**src/rtl/risc16_pkg.sv**
```systemverilog
// Shared widths and control encodings for the risc16 execute core.
package risc16_pkg;

  localparam int DW   = 16;
  localparam int NREG = 8;
  localparam int AW   = $clog2(NREG);

  typedef enum logic [2:0] {
    ALU_ADD = 3'b000,
    ALU_SUB = 3'b001,
    ALU_NOT = 3'b010,
    ALU_SHL = 3'b011,
    ALU_SHR = 3'b100,
    ALU_AND = 3'b101,
    ALU_OR  = 3'b110,
    ALU_SLT = 3'b111
  } alu_op_e;

  // Codes 6 and 7 are reserved and never take a branch.
  typedef enum logic [2:0] {
    BR_EQ = 3'd0,
    BR_NE = 3'd1,
    BR_LT = 3'd2,
    BR_LE = 3'd3,
    BR_GT = 3'd4,
    BR_GE = 3'd5
  } br_cond_e;

endpackage

```
**src/rtl/risc16_regfile.sv**
```systemverilog
// 8x16 register file: two asynchronous read ports, one synchronous write port.
import risc16_pkg::*;

module risc16_regfile (
  input  logic          clk,
  input  logic          rst,
  input  logic          we,
  input  logic [AW-1:0] waddr,
  input  logic [DW-1:0] wdata,
  input  logic [AW-1:0] raddr1,
  input  logic [AW-1:0] raddr2,
  output logic [DW-1:0] rdata1,
  output logic [DW-1:0] rdata2
);

  logic [DW-1:0] mem [NREG];

  always_ff @(posedge clk or negedge rst) begin
    if (!rst) begin
      for (int i = 0; i < NREG; i++) mem[i] <= '0;
    end else if (we) begin
      mem[waddr] <= wdata;
    end
  end

  // No bypass: a same-cycle read of the write target sees the old value.
  assign rdata1 = mem[raddr1];
  assign rdata2 = mem[raddr2];

endmodule

```
**src/rtl/risc16_exec_core.sv**
```systemverilog
// Execute core: register file, ALU with registered zero/neg flags, branch condition select.
import risc16_pkg::*;

module risc16_exec_core (
  input  logic          clk,
  input  logic          rst,
  input  logic          regw_en,
  input  logic [AW-1:0] inrw,
  input  logic [DW-1:0] regw_data,
  input  logic [AW-1:0] inrr1,
  input  logic [AW-1:0] inrr2,
  output logic [DW-1:0] regr_data1,
  output logic [DW-1:0] regr_data2,
  input  logic [DW-1:0] alu_a,
  input  logic [DW-1:0] alu_b,
  input  logic [2:0]    alu_ctrl,
  input  logic          upd_flag,
  output logic [DW-1:0] alu_result,
  output logic          zero,
  output logic          neg,
  input  logic          b,
  input  logic [2:0]    cond_sel,
  output logic          branch_taken
);

  logic cond;

  risc16_regfile u_regfile (
    .clk    (clk),
    .rst    (rst),
    .we     (regw_en),
    .waddr  (inrw),
    .wdata  (regw_data),
    .raddr1 (inrr1),
    .raddr2 (inrr2),
    .rdata1 (regr_data1),
    .rdata2 (regr_data2)
  );

  always_comb begin
    alu_result = '0;
    case (alu_op_e'(alu_ctrl))
      ALU_ADD: alu_result = alu_a + alu_b;
      ALU_SUB: alu_result = alu_a - alu_b;
      ALU_NOT: alu_result = ~alu_a;
      ALU_SHL: alu_result = alu_a << alu_b[3:0];
      ALU_SHR: alu_result = alu_a >> alu_b[3:0];
      ALU_AND: alu_result = alu_a & alu_b;
      ALU_OR:  alu_result = alu_a | alu_b;
      ALU_SLT: alu_result = {{(DW-1){1'b0}}, ($signed(alu_a) < $signed(alu_b))};
      default: alu_result = '0;
    endcase
  end

  always_ff @(posedge clk or negedge rst) begin
    if (!rst) begin
      zero <= 1'b0;
      neg  <= 1'b0;
    end else if (upd_flag) begin
      zero <= (alu_result == '0);
      neg  <= alu_result[DW-1];
    end
  end

  always_comb begin
    cond = 1'b0;
    case (br_cond_e'(cond_sel))
      BR_EQ:   cond = zero;
      BR_NE:   cond = ~zero;
      BR_LT:   cond = neg;
      BR_LE:   cond = neg | zero;
      BR_GT:   cond = ~neg & ~zero;
      BR_GE:   cond = ~neg;
      default: cond = 1'b0;
    endcase
  end

  assign branch_taken = b & cond;

endmodule

```
**config.mk**
```make
export PLATFORM = sky130hd
export DESIGN_NAME = risc16_exec_core
export DESIGN_NICKNAME = d
export VERILOG_FILES = /design/src/rtl/risc16_pkg.sv /design/src/rtl/risc16_regfile.sv /design/src/rtl/risc16_exec_core.sv
export SDC_FILE = /design/constraint.sdc
export NUM_CORES = 1
export LEC_CHECK = 0
export CAP_MARGIN = 30
export CORE_MARGIN = 1.5
export CORE_UTILIZATION = 44
export DETAILED_ROUTE_END_ITERATION = 7
export GPL_ROUTABILITY_DRIVEN = 0
export SYNTH_ARGS = -nofsm -noshare
export SYNTH_HDL_FRONTEND = slang
export SYNTH_SLANG_ARGS = --single-unit
```
**constraint.sdc**
```tcl
create_clock -name clk -period 5.6 [get_ports clk]
set_input_delay 1.4 -clock clk [delete_from_list [all_inputs] [get_ports clk]]
set_output_delay 1.4 -clock clk [all_outputs]
set_load 0.02 [all_outputs]
```
==> metrics.csv <==
stage,metric,value,unit
outcome,status,"finished, final reports clean",
clock_tree,clk_pin_slew,0.06,ns
floorplan,rows,56,
hold_path,holdCritPathClass,flip-flop to flip-flop,
global_routing,grt_pass1_wl,52.95,mm
worst_setup_path,start_kind,primary input,
route,drt_pass1_iterations,5,
global_routing,grt_max_degree,105,
cells_and_area,final_layout_size_suffix_gt1_share,45.31,%
synthesis,synthTopCellsByArea,"dfrtp_1 30%, mux2_2 18%, mux4_2 17%",
place,place_ws,-0.7194,ns
power,p_leak,0.006138,uW
worst_setup_path,cp.required,4.20,ns
synthesis,ys_top_cells_by_count,"170 x mux2_2, 130 x dfrtp_1, 80 x mux4_2",
synthesis,syn-instance-count,940,
sta,skew,0,ns
synthesis,ys.flop_type,dfrtp_1,
synthesis,ys_types,81,
worst_setup_path,cp-end-kind,output port,
power,total_power,3890,uW
floorplan,core_area,0.02368,mm2
floorplan,dieArea,0.02526,mm2
sta,setup_viol,0,
clock_tree,cts_tree,built,
synthesis,yosysWarningCount,0,
worst_setup_path,path_class,primary input to output port,
cells_and_area,multi_input_area,0.007297,mm2
place,io_buffers,118,
route,first_iter_violations,639,
sta,setup-tns-final,0,ns
synthesis,synth_enable_flop_cells,0,
clock_tree,clock_path_buffers,2,
sta,fmax,180.7,MHz
floorplan,start_util,45.18,%
global_routing,overflow,0,
cells_and_area,fillers,2020,
power,p_int,2636,uW
power,power_frac_comb,38.4,%
global_routing,antenna_found_initial,0,
clock_tree,cts_inserted_buffers,17,
power,p_sw_share,32.25,%
route,num_vias,9234,
worst_setup_path,crit_arrival,4.13,ns
synthesis,synth_area_per_cell,11.38,um2
worst_setup_path,crit_path_max_fanout,6,
power,pwr-share-clk,28.4,%
worst_setup_path,ff2ff_path_depth,1,
power,switchingPower,1255,uW
synthesis,ys_ff_latch,130,
sta,period_needed,5.533,ns
clock_tree,root_buffer,clkbuf_16,
clock_tree,htreeDepth,4,
synthesis,synth_top_cell_area_share,30.40,%
cells_and_area,register_area,0.003253,mm2
route,wl_per_cell,22.38,um
sta,setup_ws,0.06730,ns
hold_path,hold_depth,1,
route,vias_per_cell,6.059,
global_routing,first_global_vias,9168,
power,irDropWorstVdd,0.0002313,V
synthesis,synth.most_common_cell,mux2_2,
route,wl,34.11,mm
clock_tree,ctsHoldBuffers,0,
synthesis,synth_largest_area_cell,dfrtp_1,
run,drv_cap,0,
synthesis,yosysSeqAreaShare,30.40,%
sta,post-route-period-util,98.80,%
power,power_density,271.2,mW/mm2
floorplan,io-pin-count,119,
floorplan,die_x,158.9,um
cells_and_area,diodes,0,
clock_tree,insertion_delay,0.41,ns
sta,drv_slew,0,
synthesis,netlist_area,0.01070,mm2
sta,worst_slew_pin_slew,0.6367,ns
route,drcViolationCount,0,
synthesis,synth_nets,1059,
route,ant_nets,0,
cells_and_area,final_nets,1311,
sta,hold_viol_final,0,
global_routing,grt_util_all_layers,27.01,%
power,share_seq_of_total_power,33.2,%
clock_tree,numClockSinks,130,
floorplan,die_y,158.9,um
place,dp_hpwl,24.05,mm
synthesis,async_reset_ff_share,100.0,%
sta,max_slew_margin,57.32,%
cells_and_area,area_delta_synth_final,34.05,%
## per-stage QoR
stage          utilization (%)  area, um2  hold WS, ns  std cells
6_report                 60.57      14340       0.5198       1524
3_3_place_gp             55.92      13240       0.4999       1474
2_1_floorplan                -      10700       0.4911        940
3_5_place_dp             55.92      13240       0.5082       1474
5_1_grt                  60.57      14340       0.5321       1524
4_1_cts                  59.01      13970       0.5213       1510
## cell families (layout without fill, tap and decap cells)
kind of cell,count (synthesis),after routing,synth area share (%)
DFF,130,130,30.40
xor gates and xnor gates,13,13,1.064
and+or+nand+nor,174,174,8.571
muxes,279,279,37.59
adders and majority gates,51,51,6.104
AOI/OAI and AO/OA,177,177,11.68
buffers and inverters,116,381,4.584
## cells in the final DEF, fill, tap and decap left out, drive strengths merged, types with 9 or more instances in the layout
cell and n:
clkbuf 21, mux2 170, nand2b 10, dlymetal6s2s 10
nand2 30, nor3 24, clkdlybuf4s50 91, dfrtp 130
xnor2 9, buf 194, a22oi 11, o21ai 26
mux2i 28, a21oi 43, o22ai 9, inv 54
ha 49, mux4 81, nor2 46, nand3 13
## path summary, 6_finish.rpt
| kind | to | slack [ns] | from |
|---|---|---|---|
| min in group asynchronous | u_regfile.mem[114] | 0.76 | rst |
| hold reg to reg | u_regfile.mem[28] | 0.52 | u_regfile.mem[28] |
| max in group asynchronous | u_regfile.mem[42] | 3.80 | rst |
| setup / recovery | alu_result[15] | 0.07 | alu_b[2] |
| hold / removal | u_regfile.mem[28] | 0.52 | u_regfile.mem[28] |
| setup reg to reg | u_regfile.mem[107] | 4.81 | u_regfile.mem[107] |
## sequential cells by signal (all words and copies together) (netlist names)
| signal | count |
|---|---|
| u_regfile.mem | 128 |
| neg | 1 |
| zero | 1 |
## power by group through the flow
stage	registers [uW]	clock network (uW)	logic, uW
after floorplan	1260	0	887
after global placement	1280	0	1410
after detailed placement	1300	0	1420
after CTS	1290	1130	1450
after global routing	1320	1170	1590
final	1290	1110	1490
## critical path, stage by stage
cell             delay (ns)
clkdlybuf4s50_1        0.51
buf_6                  0.14
mux4_2                 0.32
mux2i_2                0.23
o22ai_1                0.12
a311o_2                0.44
or4_4                  0.43
a31oi_1                0.15
o21ai_1                0.09
buf_4                  0.14
buf_4                  0.15
## cell type report
| type | instances | area share, % |
|---|---|---|
| multi-input cells | 694 | 50.87 |
| flip-flops and latches | 130 | 22.68 |
| repair buffers | 302 | 18.33 |
| clock buffers | 19 | 3.158 |
| well taps | 319 | 2.783 |
| inverters | 47 | 1.230 |
| clock inverters | 13 | 0.9508 |
## routing by layer
metal  part of all wire [%]  global-route usage, %
met1                     41                  36.04
met2                     49                  45.00
met3                    7.0                  4.142
met4                    2.7                  9.262
met5                      0                      0
## what timing repair did
item                                    CTS  global route
gates cloned                              0             0
pin swaps                                 8            16
endpoints found under the setup margin   13            14
buffers inserted                          4            13
gates resized for setup                  69            58
Note: power is estimated with default switching activity, not from simulation.
